## src/rtl/dsm_mix_ctrl.sv

```systemverilog
// -----------------------------------------------------------------------------
// dsm_mix_ctrl
//
// Sample scheduler and voice mixer placed in front of a first-order
// delta-sigma modulator.
//
// A down-counter generates the sample-rate strobe. Each voice generator
// hands over at most one sample per period through a valid/ready handshake.
// On every strobe, a single time-shared adder sums the voices, one voice per
// cycle. A voice with no fresh sample contributes its previous sample.
// The average of the voices is then scaled around midscale by a 0..16 gain.
// The gain ramps one step per period, so mute and unmute are click-free.
//
// Ports:
//   clk          clock
//   reset_n      synchronous active-low reset
//   cfg_div      sample period in clk cycles minus 1 (taken at counter reload)
//   mute_req     1 = ramp gain to 0, 0 = ramp gain to 16
//   voice_valid  per-voice sample valid
//   voice_data   voice i in bits [i*DEPTH +: DEPTH], unsigned, midscale-centred
//   voice_ready  per-voice ready (holding register empty)
//   sample_tick  one-cycle strobe at the start of each sample period
//   dsm_enable   modulator enable (low while the gain is 0)
//   dsm_data     modulator input sample
//   muted        gain is 0 and the modulator is frozen
//   overrun      sticky: a strobe arrived while a mix was still running
// -----------------------------------------------------------------------------
module dsm_mix_ctrl #(
    parameter int DEPTH  = 8,
    parameter int NVOICE = 4,
    parameter int DIV_W  = 16
) (
    input  logic                    clk,
    input  logic                    reset_n,
    input  logic [DIV_W-1:0]        cfg_div,
    input  logic                    mute_req,
    input  logic [NVOICE-1:0]       voice_valid,
    input  logic [NVOICE*DEPTH-1:0] voice_data,
    output logic [NVOICE-1:0]       voice_ready,
    output logic                    sample_tick,
    output logic                    dsm_enable,
    output logic [DEPTH-1:0]        dsm_data,
    output logic                    muted,
    output logic                    overrun
);

    localparam int LOG2N = $clog2(NVOICE);
    localparam int ACC_W = DEPTH + LOG2N;
    localparam int PW    = DEPTH + 7;   // product width: (DEPTH+1)-bit diff times 6-bit gain

    localparam logic [DEPTH-1:0]     MID      = {1'b1, {(DEPTH-1){1'b0}}};
    localparam logic signed [PW-1:0] MID_EXT  = {7'b0, 1'b1, {(DEPTH-1){1'b0}}};
    localparam logic [LOG2N-1:0]     IDX_LAST = '1;
    localparam logic [LOG2N-1:0]     IDX_ONE  = {{(LOG2N-1){1'b0}}, 1'b1};
    localparam logic [DIV_W-1:0]     CNT_ONE  = {{(DIV_W-1){1'b0}}, 1'b1};
    localparam logic [4:0]           GAIN_MAX = 5'd16;

    typedef enum logic [1:0] {
        IDLE  = 2'd0,
        MIX   = 2'd1,
        APPLY = 2'd2
    } state_t;

    // ------------------------------------------------------------------
    // State
    // ------------------------------------------------------------------
    logic [DIV_W-1:0] cnt_reg;
    logic             tick_reg;

    state_t           state_reg;
    logic [LOG2N-1:0] idx_reg;
    logic [ACC_W-1:0] acc_reg;

    logic [NVOICE-1:0] held_reg;
    logic [DEPTH-1:0]  hold_reg [NVOICE];
    logic [DEPTH-1:0]  last_reg [NVOICE];

    logic [4:0]        gain_reg;
    logic [DEPTH-1:0]  dsm_data_reg;
    logic              muted_reg;
    logic              enable_reg;
    logic              overrun_reg;

    // ------------------------------------------------------------------
    // Per-voice unpacking, ready and consume decode
    // ------------------------------------------------------------------
    logic [DEPTH-1:0]  voice_sample [NVOICE];
    logic [NVOICE-1:0] consume;

    generate
        for (genvar gi = 0; gi < NVOICE; gi++) begin : g_voice
            assign voice_sample[gi] = voice_data[gi*DEPTH +: DEPTH];
            assign voice_ready[gi]  = ~held_reg[gi];
            // The slot being mixed this cycle gives up its held sample.
            assign consume[gi]      = (state_reg == MIX) && (idx_reg == LOG2N'(gi))
                                      && held_reg[gi];
        end
    endgenerate

    // ------------------------------------------------------------------
    // Sample-period down-counter. cfg_div is only looked at on reload, so a
    // new period length starts cleanly at the next period boundary.
    // ------------------------------------------------------------------
    always_ff @(posedge clk) begin
        if (!reset_n) begin
            cnt_reg  <= '0;
            tick_reg <= 1'b0;
        end else if (cnt_reg == '0) begin
            cnt_reg  <= cfg_div;
            tick_reg <= 1'b1;
        end else begin
            cnt_reg  <= cnt_reg - CNT_ONE;
            tick_reg <= 1'b0;
        end
    end

    // ------------------------------------------------------------------
    // Voice holding registers. A held sample moves to last_reg when it is
    // mixed, so a voice that misses a period repeats its previous sample.
    // Load and consume never coincide: a load needs held=0, a consume needs
    // held=1.
    // ------------------------------------------------------------------
    always_ff @(posedge clk) begin
        if (!reset_n) begin
            held_reg <= '0;
            for (int i = 0; i < NVOICE; i++) begin
                hold_reg[i] <= '0;
                last_reg[i] <= MID;
            end
        end else begin
            for (int i = 0; i < NVOICE; i++) begin
                if (consume[i]) begin
                    held_reg[i] <= 1'b0;
                    last_reg[i] <= hold_reg[i];
                end else if (voice_valid[i] && !held_reg[i]) begin
                    hold_reg[i] <= voice_sample[i];
                    held_reg[i] <= 1'b1;
                end
            end
        end
    end

    // ------------------------------------------------------------------
    // Mix datapath
    // ------------------------------------------------------------------
    logic [DEPTH-1:0] add_val;
    assign add_val = held_reg[idx_reg] ? hold_reg[idx_reg] : last_reg[idx_reg];

    // The average is truncated. It is recentred around zero so that the
    // gain scales the deviation from midscale rather than the raw code.
    logic [DEPTH-1:0]         mix_val;
    logic signed [DEPTH:0]    diff;
    logic signed [PW-1:0]     diff_ext;
    logic signed [PW-1:0]     gain_ext;
    logic signed [PW-1:0]     prod;
    logic signed [PW-1:0]     scaled;
    logic signed [PW-1:0]     out_full;
    logic [DEPTH-1:0]         dsm_data_next;
    logic [4:0]               gain_next;

    assign mix_val       = acc_reg[ACC_W-1:LOG2N];
    assign diff          = $signed({1'b0, mix_val}) - $signed({1'b0, MID});
    assign diff_ext      = {{6{diff[DEPTH]}}, diff};
    assign gain_ext      = {{(DEPTH+2){1'b0}}, gain_reg};
    assign prod          = diff_ext * gain_ext;
    assign scaled        = prod >>> 4;
    // |scaled| <= |diff|, so midscale + scaled always fits in DEPTH bits.
    assign out_full      = MID_EXT + scaled;
    assign dsm_data_next = out_full[DEPTH-1:0];

    always_comb begin
        gain_next = gain_reg;
        if (mute_req) begin
            if (gain_reg != 5'd0) begin
                gain_next = gain_reg - 5'd1;
            end
        end else begin
            if (gain_reg != GAIN_MAX) begin
                gain_next = gain_reg + 5'd1;
            end
        end
    end

    // ------------------------------------------------------------------
    // Control FSM with registered outputs
    // ------------------------------------------------------------------
    always_ff @(posedge clk) begin
        if (!reset_n) begin
            state_reg    <= IDLE;
            idx_reg      <= '0;
            acc_reg      <= '0;
            gain_reg     <= '0;
            dsm_data_reg <= MID;
            muted_reg    <= 1'b1;
            enable_reg   <= 1'b0;
            overrun_reg  <= 1'b0;
        end else begin
            // A strobe that lands on a running mix is dropped. The mix in
            // progress finishes untouched.
            if (tick_reg && (state_reg != IDLE)) begin
                overrun_reg <= 1'b1;
            end

            case (state_reg)
                IDLE: begin
                    if (tick_reg) begin
                        state_reg <= MIX;
                        acc_reg   <= '0;
                        idx_reg   <= '0;
                    end
                end
                MIX: begin
                    acc_reg <= acc_reg + {{LOG2N{1'b0}}, add_val};
                    idx_reg <= idx_reg + IDX_ONE;
                    if (idx_reg == IDX_LAST) begin
                        state_reg <= APPLY;
                    end
                end
                APPLY: begin
                    // The output uses the gain of this period. The gain then
                    // steps once toward its target.
                    dsm_data_reg <= dsm_data_next;
                    gain_reg     <= gain_next;
                    muted_reg    <= (gain_next == 5'd0);
                    enable_reg   <= (gain_next != 5'd0);
                    state_reg    <= IDLE;
                end
                default: begin
                    state_reg <= IDLE;
                end
            endcase
        end
    end

    assign sample_tick = tick_reg;
    assign dsm_enable  = enable_reg;
    assign dsm_data    = dsm_data_reg;
    assign muted       = muted_reg;
    assign overrun     = overrun_reg;

endmodule
```

## config.mk

```make
export PLATFORM = sky130hd
export DESIGN_NAME = dsm_mix_ctrl
export DESIGN_NICKNAME = d
export VERILOG_FILES = /design/src/rtl/dsm_mix_ctrl.sv
export SDC_FILE = /design/constraint.sdc
export NUM_CORES = 1
export LEC_CHECK = 0
export ABC_AREA = 0
export CAP_MARGIN = 30
export CORE_MARGIN = 2
export CORE_UTILIZATION = 60
export CTS_CLUSTER_SIZE = 30
export DETAILED_ROUTE_END_ITERATION = 10
export PLACE_DENSITY_LB_ADDON = 0.25
export SLEW_MARGIN = 20
export SYNTH_ARGS = -nofsm -noshare
export SYNTH_HDL_FRONTEND = slang
export SYNTH_SLANG_ARGS = --single-unit
```

## constraint.sdc

```tcl
create_clock -name clk -period 10 [get_ports clk]
set_clock_uncertainty 0.2 [all_clocks]
set_input_delay 1 -clock clk [delete_from_list [all_inputs] [get_ports clk]]
set_output_delay 1 -clock clk [all_outputs]
set_load 0.02 [all_outputs]
```

==> summary.md, run 1 <==
| Metric | Value |
|---|---|
| Status | complete, no violations |
| Crit-path cells | nand2b_1 > fa_1 > fa_1 > fa_1 > inv_1 > ha_1 > a21o_1 > a31o_2 > a21oi_1 > a21oi_1 > xnor2_1 > o211ai_1 |
| Synthesized area per cell | 10.7 um^2 |
| Maximum vdd drop | 0.000208 V |
| Primary FF master, synth | edfxtp_1 |
| Routed len/inst | 16.4 um |
| Worst skew pair latency | 420 ps |
| I/O Buffers | 70 |
| RR Startpoint | gain_reg[0] |
| Arr. time, crit path | 4200 ps |
| Crit Reg-Reg Endpoint | dsm_data[7] |
| Router iterations before antenna repair | 4 |
| Routed Antenna Nets | 0 |
| Setup violators final | 0 |
| Critical path class | reg2reg |
| Fin Hold WS | 248 ps |
| Max Cap Viol | 0 |
| Number of placement rows | 39 |
| CTS Hold Bufs | 0 |
| Synthesis Warnings | 0 |
| DIE WIDTH | 111 um |
| #FFs+latches synth | 117 |
| Reg2Reg Setup Slack | 5870 ps |
| Synth Net Count | 761 |
| Critical Path End Type | flip-flop |
| Worst hold start | dsm_data[4] |
| Die Ht | 111 um |
| WP buf/inv | 1 |
| Yosys cell types | 59 |
| Post_cts resized | 0 |
| Vias in the first global route | 5186 |
| Placer Congestion | 0.803 |
| Tot GR Track Use | 24.5% |
| Post-DP HPWL | 10500 um |
| Final nets | 837 |
| Endpoints failing hold | 0 |
| Final min period | 4130 ps |
| Worst Tran Pin Value | 950 ps |
| Die area | 12400 um^2 |
| Critical path's largest stage delay | 580 ps |
| CTS tree | yes |
| RSZ-0062 raised after global routing | false |
| Post-Syn Area | 6920 um^2 |
| CP max-delay cell | dfxtp_1 |
| CP top delay family | adder cells |
| Setup bufs post-CTS | 0 |
| Vias | 4997 |
| Clk slew on worst S/H paths | 50 ps |
| Pre-CTS setup slack | 5920 ps |
| Wire length of the first global-routing pass | 24100 um |
| Setup crit start kind | flip-flop |
| Final setup TNS | 0 ps |
| Max Freq | 0.242 GHz |
| Number of synthesized flops with an enable pin | 64 |
| Lkg Pwr | 3.26 nW |
| GR Overflow Total | 0 |
| Critical Path Most Common Cell | fa_1 |
| Vias per cell | 5.67 |
| Area of the core | 11300 um^2 |
| Io pins | 71 |
| Critical-path maximum fanout | 14 |
| CP Data Required Time | 10070 ps |
| Worst hold endpoint | dsm_data[4] |
| Largest net degree at the start of global routing | 33 |
| Total clock buffers created by CTS | 17 |
| Crit path from | gain_reg[0] |
| Final Util | 73.6% |
| Tcrit/Tclk final | 41.3% |
| H-tree levels | 4 |
| Initial antenna violation count | 0 |
| Cells after Synth | 650 |
| DRC Markers | 0 |
| Async SR Flop Fraction | 0% |
| Root Buffer | clkbuf_16 |
| Final worst slack | 5870 ps |
| Proportion of layout cells with a drive suffix above 1 | 10.8% |
| PwrDens | 180 nW/um^2 |
| P&R area growth vs syn | 20.3% |
| Final WL | 14500 um |
| Count of pins over their slew limit | 0 |
| Clk buf depth | 2 |
| DR iter-0 viols | 313 |
| Seq/Total Area, Yosys | 43.1% |
| Hold Path Class | reg2reg |
| Hold depth | 2 |
| Clk sinks | 117 |
| Worst-case reg-to-reg path depth | 12 |
| Initial core utilization | 61.2% |
| Antenna diode count | 0 |
| Slew Limit Headroom | 36.6% |
==> power breakdown <==
part / leakage, nW / switching (mW) / internal (mW) / total, mW
combinational: 1.90 / 0.166 / 0.154 / 0.320
sequential: 1.09 / 0.0495 / 0.558 / 0.607
clock: 0.269 / 0.227 / 0.349 / 0.575
==> placed cells by master (no fill, tap or decap), drive strengths merged, types with 17 or more instances in the layout <==
cell type and instances:
a21oi 27, and2 88, clkbuf 19, clkdlybuf4s50 70, dfxtp 53, edfxtp 64
fa 23, ha 33, inv 53, mux4 17, nand2 51, nor2 45
o21ai 28, xnor2 22
==> cell families after synthesis <==
group	share of synthesized area [%]
AND/OR/NAND/NOR	19.1
flip-flops	43.1
AO/OA/AOI/OAI	9.78
buffers and inverters	4.50
adder cells (fa/ha/maj)	12.6
multiplexers	7.43
XOR/XNOR	3.54
==> worst reg2reg max path, delay by kind of cell (launching register included) <==
family	cells	cell delay (ps)
AOI/OAI and AO/OA	5	830
xor gates and xnor gates	1	190
adders and majority gates	4	1890
buffers and inverters	1	40
DFF	1	580
and+or+nand+nor	1	260
==> metrics by stage <==
step	instances	instance area, um^2	power [mW]
after floorplan	650	6920	0.844
after global placement	844	7720	0.913
after detailed placement	848	7750	0.931
after CTS	880	8310	1.51
after global routing	882	8330	1.57
final	882	8330	1.50
==> per-layer routing <==
metal / global-route usage [%] / wire length [um] / vias to the layer above
li1: - / - / 2414
met1: 28.2 / 5960 / 2426
met2: 44.4 / 7590 / 141
met3: 5.33 / 669 / 16
met4: 9.55 / 267 / 0
met5: 0 / 0 / -
==> layout make-up <==
cell class	instances	area [um^2]
Multi-Input combinational cell	459	3630
Fill cell	817	2990
Tap cell	143	179
Timing Repair Buffer	82	788
Sequential cell	117	2980
Clock buffer	18	439
Clock inverter	14	124
Inverter	49	184
==> Yosys cell counts, drive strengths merged, types with 13 or more instances <==
cell type  number  share of area (%)
xnor2          22                2.8
buf            13                1.2
dfxtp          53                 15
ha             33                6.0
o21ai          28                2.0
nand2          51                2.8
a211oi         13                1.5
mux4           17                5.5
inv            49                2.7
edfxtp         64                 28
a21oi          27                2.0
fa             23                6.6
and2           88                8.0
nor2           45                2.4
==> how the worst max path moves through the flow <==
stage	endpoint	cells after the start
after detailed placement	dsm_data[7]	12
final	dsm_data[7]	12
after global routing	dsm_data[7]	13
after global placement	dsm_data[7]	12
after floorplan	dsm_data[7]	14
after CTS	dsm_data[7]	12
No activity file was read; power rests on OpenSTA's default activity.
==> inputs of run 2 (changes only) <==
--- a/config.mk
+++ b/config.mk
@@ -8,7 +8,7 @@
 export ABC_AREA = 0
 export CAP_MARGIN = 30
 export CORE_MARGIN = 2
-export CORE_UTILIZATION = 60
+export CORE_UTILIZATION = 58
 export CTS_CLUSTER_SIZE = 30
 export DETAILED_ROUTE_END_ITERATION = 10
 export PLACE_DENSITY_LB_ADDON = 0.25
==> constraint.sdc (replaced) <==
create_clock -name clk -period 3.9 [get_ports clk]
set_clock_uncertainty 0.2 [all_clocks]
set_input_delay 0.39 -clock clk [delete_from_list [all_inputs] [get_ports clk]]
set_output_delay 0.39 -clock clk [all_outputs]
set_load 0.02 [all_outputs]
==> run 2 against run 1 <==
  * The run now ends with DRC left
  * First-iteration DRC count shrank 17%
  * Sequential share of layout area shrank 0.48 points
  * Clock power is 130% higher
  * Via count up 1.3%
  * Non-clock buffer count increased by 17
  * Register-to-register slack worse by 5700 ps
  * Final cell count grew 2.0%
  * Die area increased by 3.3%
  * Largest cell class unchanged
  * Highest routed layer unchanged
==> summary.md, run 2 (synthesis gave the netlist of run 1 again) <==
| Metric | Value |
|---|---|
| Status | finished with violations (was complete, no violations) |
| Failing checks | DRC |
| DIE WIDTH | 113 um (was 111 um) |
| Setup violators final | 0 (unchanged) |
| Tcrit/Tclk final | 96.4% (was 41.3%) |
| Lkg Pwr | 3.33 nW (was 3.26 nW) |
| P&R area growth vs syn | 22.1% (was 20.3%) |
| CP Data Required Time | 3970 ps (was 10070 ps) |
| Clk slew on worst S/H paths | 50 ps (about the same) |
| Final min period | 3760 ps (was 4130 ps) |
| H-tree levels | 4 (unchanged) |
| Global Route met1 Usage | 28.3% (was 28.2%) |
| Count of pins over their slew limit | 0 (unchanged) |
| Routed len/inst | 16.4 um (about the same) |
| Root Buffer | clkbuf_16 (unchanged) |
| Critical Path End Type | flip-flop (unchanged) |
| Initial core utilization | 60.1% (was 61.2%) |
| Largest net degree at the start of global routing | 33 (unchanged) |
| Vias | 5063 (was 4997) |
| Number of placement rows | 39 (unchanged) |
| Antenna diode count | 0 (unchanged) |
| Crit-path cells | and2_1 > fa_1 > inv_1 > fa_1 > fa_1 > inv_1 > ha_4 > a21o_1 > a31o_2 > a21oi_2 > a21oi_1 > xnor2_1 > o211ai_1 (was nand2b_1 > fa_1 > fa_1 > fa_1 > inv_1 > ha_1 > a21o_1 > a31o_2 > a21oi_1 > a21oi_1 > xnor2_1 > o211ai_1) |
| GR Overflow Total | 0 (unchanged) |
| Initial antenna violation count | 0 (unchanged) |
| Post-DP HPWL | 10800 um (was 10500 um) |
| Routed Antenna Nets | 0 (unchanged) |
| Clk buf depth | 2 (unchanged) |
| Router iterations before antenna repair | 9 (was 4) |
| Total clock buffers created by CTS | 17 (unchanged) |
| Pre-CTS setup slack | -4.07 ps (was 5920 ps) |
| PwrDens | 445 nW/um^2 (was 180 nW/um^2) |
| Final WL | 14800 um (was 14500 um) |
| CP max-delay cell | fa_1 (was dfxtp_1) |
| DP Cell Count | 857 (was 848) |
| Endpoints failing hold | 0 (unchanged) |
| Final nets | 855 (was 837) |
| CTS tree | yes (unchanged) |
| Io pins | 71 (unchanged) |
| Worst skew pair latency | 410 ps (was 420 ps) |
| Final Util | 73.4% (was 73.6%) |
| Critical-path maximum fanout | 7 (was 14) |
| Slew Limit Headroom | 32.0% (was 36.6%) |
| FILL cells | 786 (was 817) |
| I/O Buffers | 70 (unchanged) |
| Vias per cell | 5.63 (was 5.67) |
| Most common cell after layout, fill and taps aside | and2_1 (unchanged) |
| Placer Congestion | 0.915 (was 0.803) |
| Critical Path Most Common Cell | fa_1 (unchanged) |
| Clk sinks | 117 (unchanged) |
| RSZ-0062 raised after global routing | true (was false) |
| Tot GR Track Use | 24.1% (was 24.5%) |
| Leading cell types in the layout, fill and taps excluded | and2_1, clkdlybuf4s50_1, edfxtp_1 (unchanged) |
| Die area | 12800 um^2 (was 12400 um^2) |
| GRT met2 Usage | 43.0% (was 44.4%) |
| Arr. time, crit path | 3830 ps (was 4200 ps) |
| Die Ht | 113 um (was 111 um) |
| Setup crit start kind | flip-flop (unchanged) |
| Hold Path Class | reg2reg (unchanged) |
| Met3 GRT Util | 4.98% (was 5.33%) |
| DRC Markers | 2 (was 0) |
| Max Freq | 0.266 GHz (was 0.242 GHz) |
| Wire length of the first global-routing pass | 24300 um (was 24100 um) |
| Most used routing layer | met2 (unchanged) |
| Final setup TNS | 0 ps (unchanged) |
| Maximum vdd drop | 0.000515 V (was 0.000208 V) |
| Final non-filler cell total | 900 (was 882) |
| Critical path class | reg2reg (unchanged) |
| Area of the core | 11500 um^2 (was 11300 um^2) |
| Proportion of layout cells with a drive suffix above 1 | 13.3% (was 10.8%) |
| Vias in the first global route | 5208 (was 5186) |
| Final worst slack | 139 ps (was 5870 ps) |
| Critical path's largest stage delay | 540 ps (was 580 ps) |
| DR iter-0 viols | 260 (was 313) |
| Max Cap Viol | 0 (unchanged) |
| Worst Tran Pin Value | 1020 ps (was 950 ps) |
==> run 2: worst paths after layout <==
| check | slack, ps | cells past startpoint | endpoint | start |
|---|---|---|---|---|
| setup / recovery | 140 | 13 | dsm_data[7] | gain_reg[2] |
| hold / removal | 260 | 2 | dsm_data[3] | dsm_data[3] |
| setup reg to reg | 140 | 13 | dsm_data[7] | gain_reg[2] |
| hold reg to reg | 260 | 2 | dsm_data[3] | dsm_data[3] |
==> run 2: final cells by class <==
cell class / count / area (um^2) / area share (%)
Tap cell: 143 / 179 / 2.12
Inverter: 49 / 184 / 2.18
Clock inverter: 15 / 90.1 / 1.07
Timing Repair Buffer: 99 / 908 / 10.7
Multi-Input combinational cell: 460 / 3680 / 43.5
Sequential cell: 117 / 2990 / 35.3
Clock buffer: 17 / 425 / 5.03
==> run 2: stage by stage <==
stage	area, um^2	hold slack (ps)	power (mW)
final	8450	260	3.76
after global routing	8450	284	3.93
after CTS	8330	259	3.74
after detailed placement	7810	252	2.39
after global placement	7800	240	2.34
after floorplan	6920	239	2.16
==> run 2: metal layers <==
layer | part of all wire [%] | up-vias
li1 | - | 2460
met1 | 42 | 2432
met2 | 52 | 150
met3 | 4.2 | 21
met4 | 2.1 | 0
met5 | 0 | -
==> run 2: what timing repair did <==
item                       4_1_cts  5_1_grt
gates resized for setup          1       11
gates cloned                     0        1
setup endpoints to repair        1        5
setup buffers                    0        8
hold buffers                     0        0
pin swaps                        0        0
hold endpoints to repair         0        0
==> run 2: report_power, final <==
group / internal (mW) / total [mW] / switching (mW)
clock network: 0.798 / 1.35 / 0.553
registers: 1.43 / 1.55 / 0.119
logic: 0.416 / 0.860 / 0.445
total: 2.64 / 3.76 / 1.12
==> run 2: worst max-delay path, delay by kind of cell, from the launching register on <==
family | cells | cell delay (ps)
flip-flops | 1 | 350
adder cells (fa/ha/maj) | 4 | 1790
AO/OA/AOI/OAI | 5 | 840
XOR/XNOR | 1 | 170
buffers and inverters | 2 | 110
AND/OR/NAND/NOR | 1 | 160
==> inputs of run 3 (changes only) <==
==> constraint.sdc (replaced) <==
create_clock -name clk -period 3.9 [get_ports clk]
set_clock_uncertainty 0.2 [all_clocks]
set_input_delay 0.975 -clock clk [delete_from_list [all_inputs] [get_ports clk]]
set_output_delay 0.975 -clock clk [all_outputs]
set_load 0.02 [all_outputs]
==> run 3 against run 2 <==
  * The run still ends with DRC left
  * Count of clock-buffer cells in the layout rose by 2
  * Die area stayed put
  * Sequential share of layout area fell by 0.16 points
  * Global-route usage rose by 1.2 points
  * Sequential power about the same
  * Cell area increased by 0.34%
  * Clock power increased by 20%
  * Final cell count shrank 0.78%
  * Combinational power decreased by 2%
  * Utilization grew 0.25 points
  * Setup slack better by 28 ps
  * Power up 6.5%
==> summary.md, run 3 (synthesis gave the netlist of run 1 again) <==
| Metric | Value |
|---|---|
| Count of pins over their slew limit | 0 (unchanged) |
| Worst skew pair latency | 420 ps (was 410 ps) |
| Router iterations before antenna repair | 10 (was 9) |
| Slew Limit Headroom | 40.6% (was 32.0%) |
| Antenna diode count | 0 (unchanged) |
| Leading cell types in the layout, fill and taps excluded | and2_1, clkdlybuf4s50_1, edfxtp_1 (unchanged) |
| P&R area growth vs syn | 22.5% (was 22.1%) |
| Critical Path End Type | flip-flop (unchanged) |
| Area of the core | 11500 um^2 (unchanged) |
| Critical path class | reg2reg (unchanged) |
| Final WL | 14900 um (was 14800 um) |
| Final min period | 3730 ps (was 3760 ps) |
| FILL cells | 792 (was 786) |
| Final nets | 848 (was 855) |
| Wire length of the first global-routing pass | 25200 um (was 24300 um) |
| Clk buf depth | 2 (unchanged) |
| Number of placement rows | 39 (unchanged) |
| Tot GR Track Use | 25.2% (was 24.1%) |
| Clk slew on worst S/H paths | 60 ps (was 50 ps) |
| DIE WIDTH | 113 um (unchanged) |
| Vias per cell | 5.62 (was 5.63) |
| Worst Tran Pin Value | 885 ps (was 1020 ps) |
| Max Cap Viol | 0 (unchanged) |
| Pre-CTS setup slack | 18.7 ps (was -4.07 ps) |
| Setup crit start kind | flip-flop (unchanged) |
| Post-DP HPWL | 10900 um (was 10800 um) |
| Total clock buffers created by CTS | 17 (unchanged) |
| DRC Markers | 2 (unchanged) |
| Final Instance Area | 8480 um^2 (was 8450 um^2) |
| I/O Buffers | 70 (unchanged) |
| PwrDens | 472 nW/um^2 (was 445 nW/um^2) |
| Status | finished with violations (unchanged) |
| Routed Antenna Nets | 0 (unchanged) |
| Setup violators final | 0 (unchanged) |
| Lkg Pwr | 3.33 nW (about the same) |
| DR iter-0 viols | 250 (was 260) |
| Vias | 5015 (was 5063) |
| H-tree levels | 4 (unchanged) |
| Fin Hold WS | 254 ps (was 260 ps) |
| CTS tree | yes (unchanged) |
| Io pins | 71 (unchanged) |
| Die Ht | 113 um (unchanged) |
| Hold Path Class | reg2reg (unchanged) |
| GR Overflow Total | 0 (unchanged) |
| Vias in the first global route | 5322 (was 5208) |
| Tcrit/Tclk final | 95.7% (was 96.4%) |
| Initial core utilization | 60.1% (unchanged) |
| Initial antenna violation count | 0 (unchanged) |
| Die area | 12800 um^2 (unchanged) |
| Proportion of layout cells with a drive suffix above 1 | 12.1% (was 13.3%) |
| Critical-path maximum fanout | 12 (was 7) |
| Root Buffer | clkbuf_16 (unchanged) |
| Failing checks | DRC (unchanged) |
| Final worst slack | 166 ps (was 139 ps) |
| CP Data Required Time | 4020 ps (was 3970 ps) |
| Endpoints failing hold | 0 (unchanged) |
| Placer Congestion | 0.871 (was 0.915) |
| Largest net degree at the start of global routing | 33 (unchanged) |
| Most common cell after layout, fill and taps aside | and2_1 (unchanged) |
| Max Freq | 0.268 GHz (was 0.266 GHz) |
| Area post-placement | 7820 um^2 (was 7810 um^2) |
| CTS Hold Bufs | 0 (unchanged) |
| Design Power | 4.01 mW (was 3.76 mW) |
| Routed len/inst | 16.7 um (was 16.4 um) |
| Maximum vdd drop | 0.000365 V (was 0.000515 V) |
| Clk sinks | 117 (unchanged) |
| Arr. time, crit path | 3850 ps (was 3830 ps) |
## run 3: worst paths after layout
kind | from | end | slack (ps) | depth (start not counted)
hold / removal | dsm_data[3] | dsm_data[3] | 250 | 2
setup reg to reg | idx_reg[0] | acc_reg[9] | 170 | 12
setup / recovery | idx_reg[0] | acc_reg[9] | 170 | 12
hold reg to reg | dsm_data[3] | dsm_data[3] | 250 | 2
## run 3: final cells by class
| type | count | area (um^2) | share of cell area, % |
|---|---|---|---|
| clock buffers | 19 | 433 | 5.10 |
| clock inverters | 13 | 183 | 2.15 |
| inverters | 49 | 184 | 2.17 |
| multi-input cells | 459 | 3650 | 43.0 |
| flip-flops and latches | 117 | 2980 | 35.2 |
| well taps | 143 | 179 | 2.11 |
| repair buffers | 93 | 871 | 10.3 |
## run 3: per-stage QoR
| stage | setup TNS, ps | util, % | cells |
|---|---|---|---|
| 2_1_floorplan | 0 | - | 650 |
| 3_3_place_gp | 0 | 67.8 | 856 |
| 3_5_place_dp | 0 | 67.9 | 857 |
| 4_1_cts | 0 | 73.2 | 889 |
| 5_1_grt | -2.08 | 73.7 | 893 |
| 6_report | 0 | 73.7 | 893 |
## run 3: repair_timing
action | CTS | global route
resized for setup | 0 | 5
setup buffers | 0 | 4
setup endpoints to repair | 0 | 5
## run 3: where the power goes
| group | switching [mW] | leakage [nW] | total, mW | internal, mW |
|---|---|---|---|---|
| Sequential | 0.115 | 1.09 | 1.55 | 1.43 |
| Clock | 0.557 | 0.280 | 1.62 | 1.06 |
| Combinational | 0.437 | 1.96 | 0.840 | 0.403 |
## run 3: critical path: stages, from the launching register on
cell and delay [ps]:
dfxtp_1 420, mux4_2 700, buf_4 210, mux4_2 310
mux2i_1 260, inv_1 80, ha_1 290, a21o_1 180
a21oi_1 300, o21ai_0 220, a31oi_1 280, o2111ai_1 130
o41ai_1 80
## run 3: routing by layer
layer	track usage, %	wire length [um]
met1	29.3	6130
met2	45.4	7930
met3	5.68	653
met4	9.67	222
met5	0	0
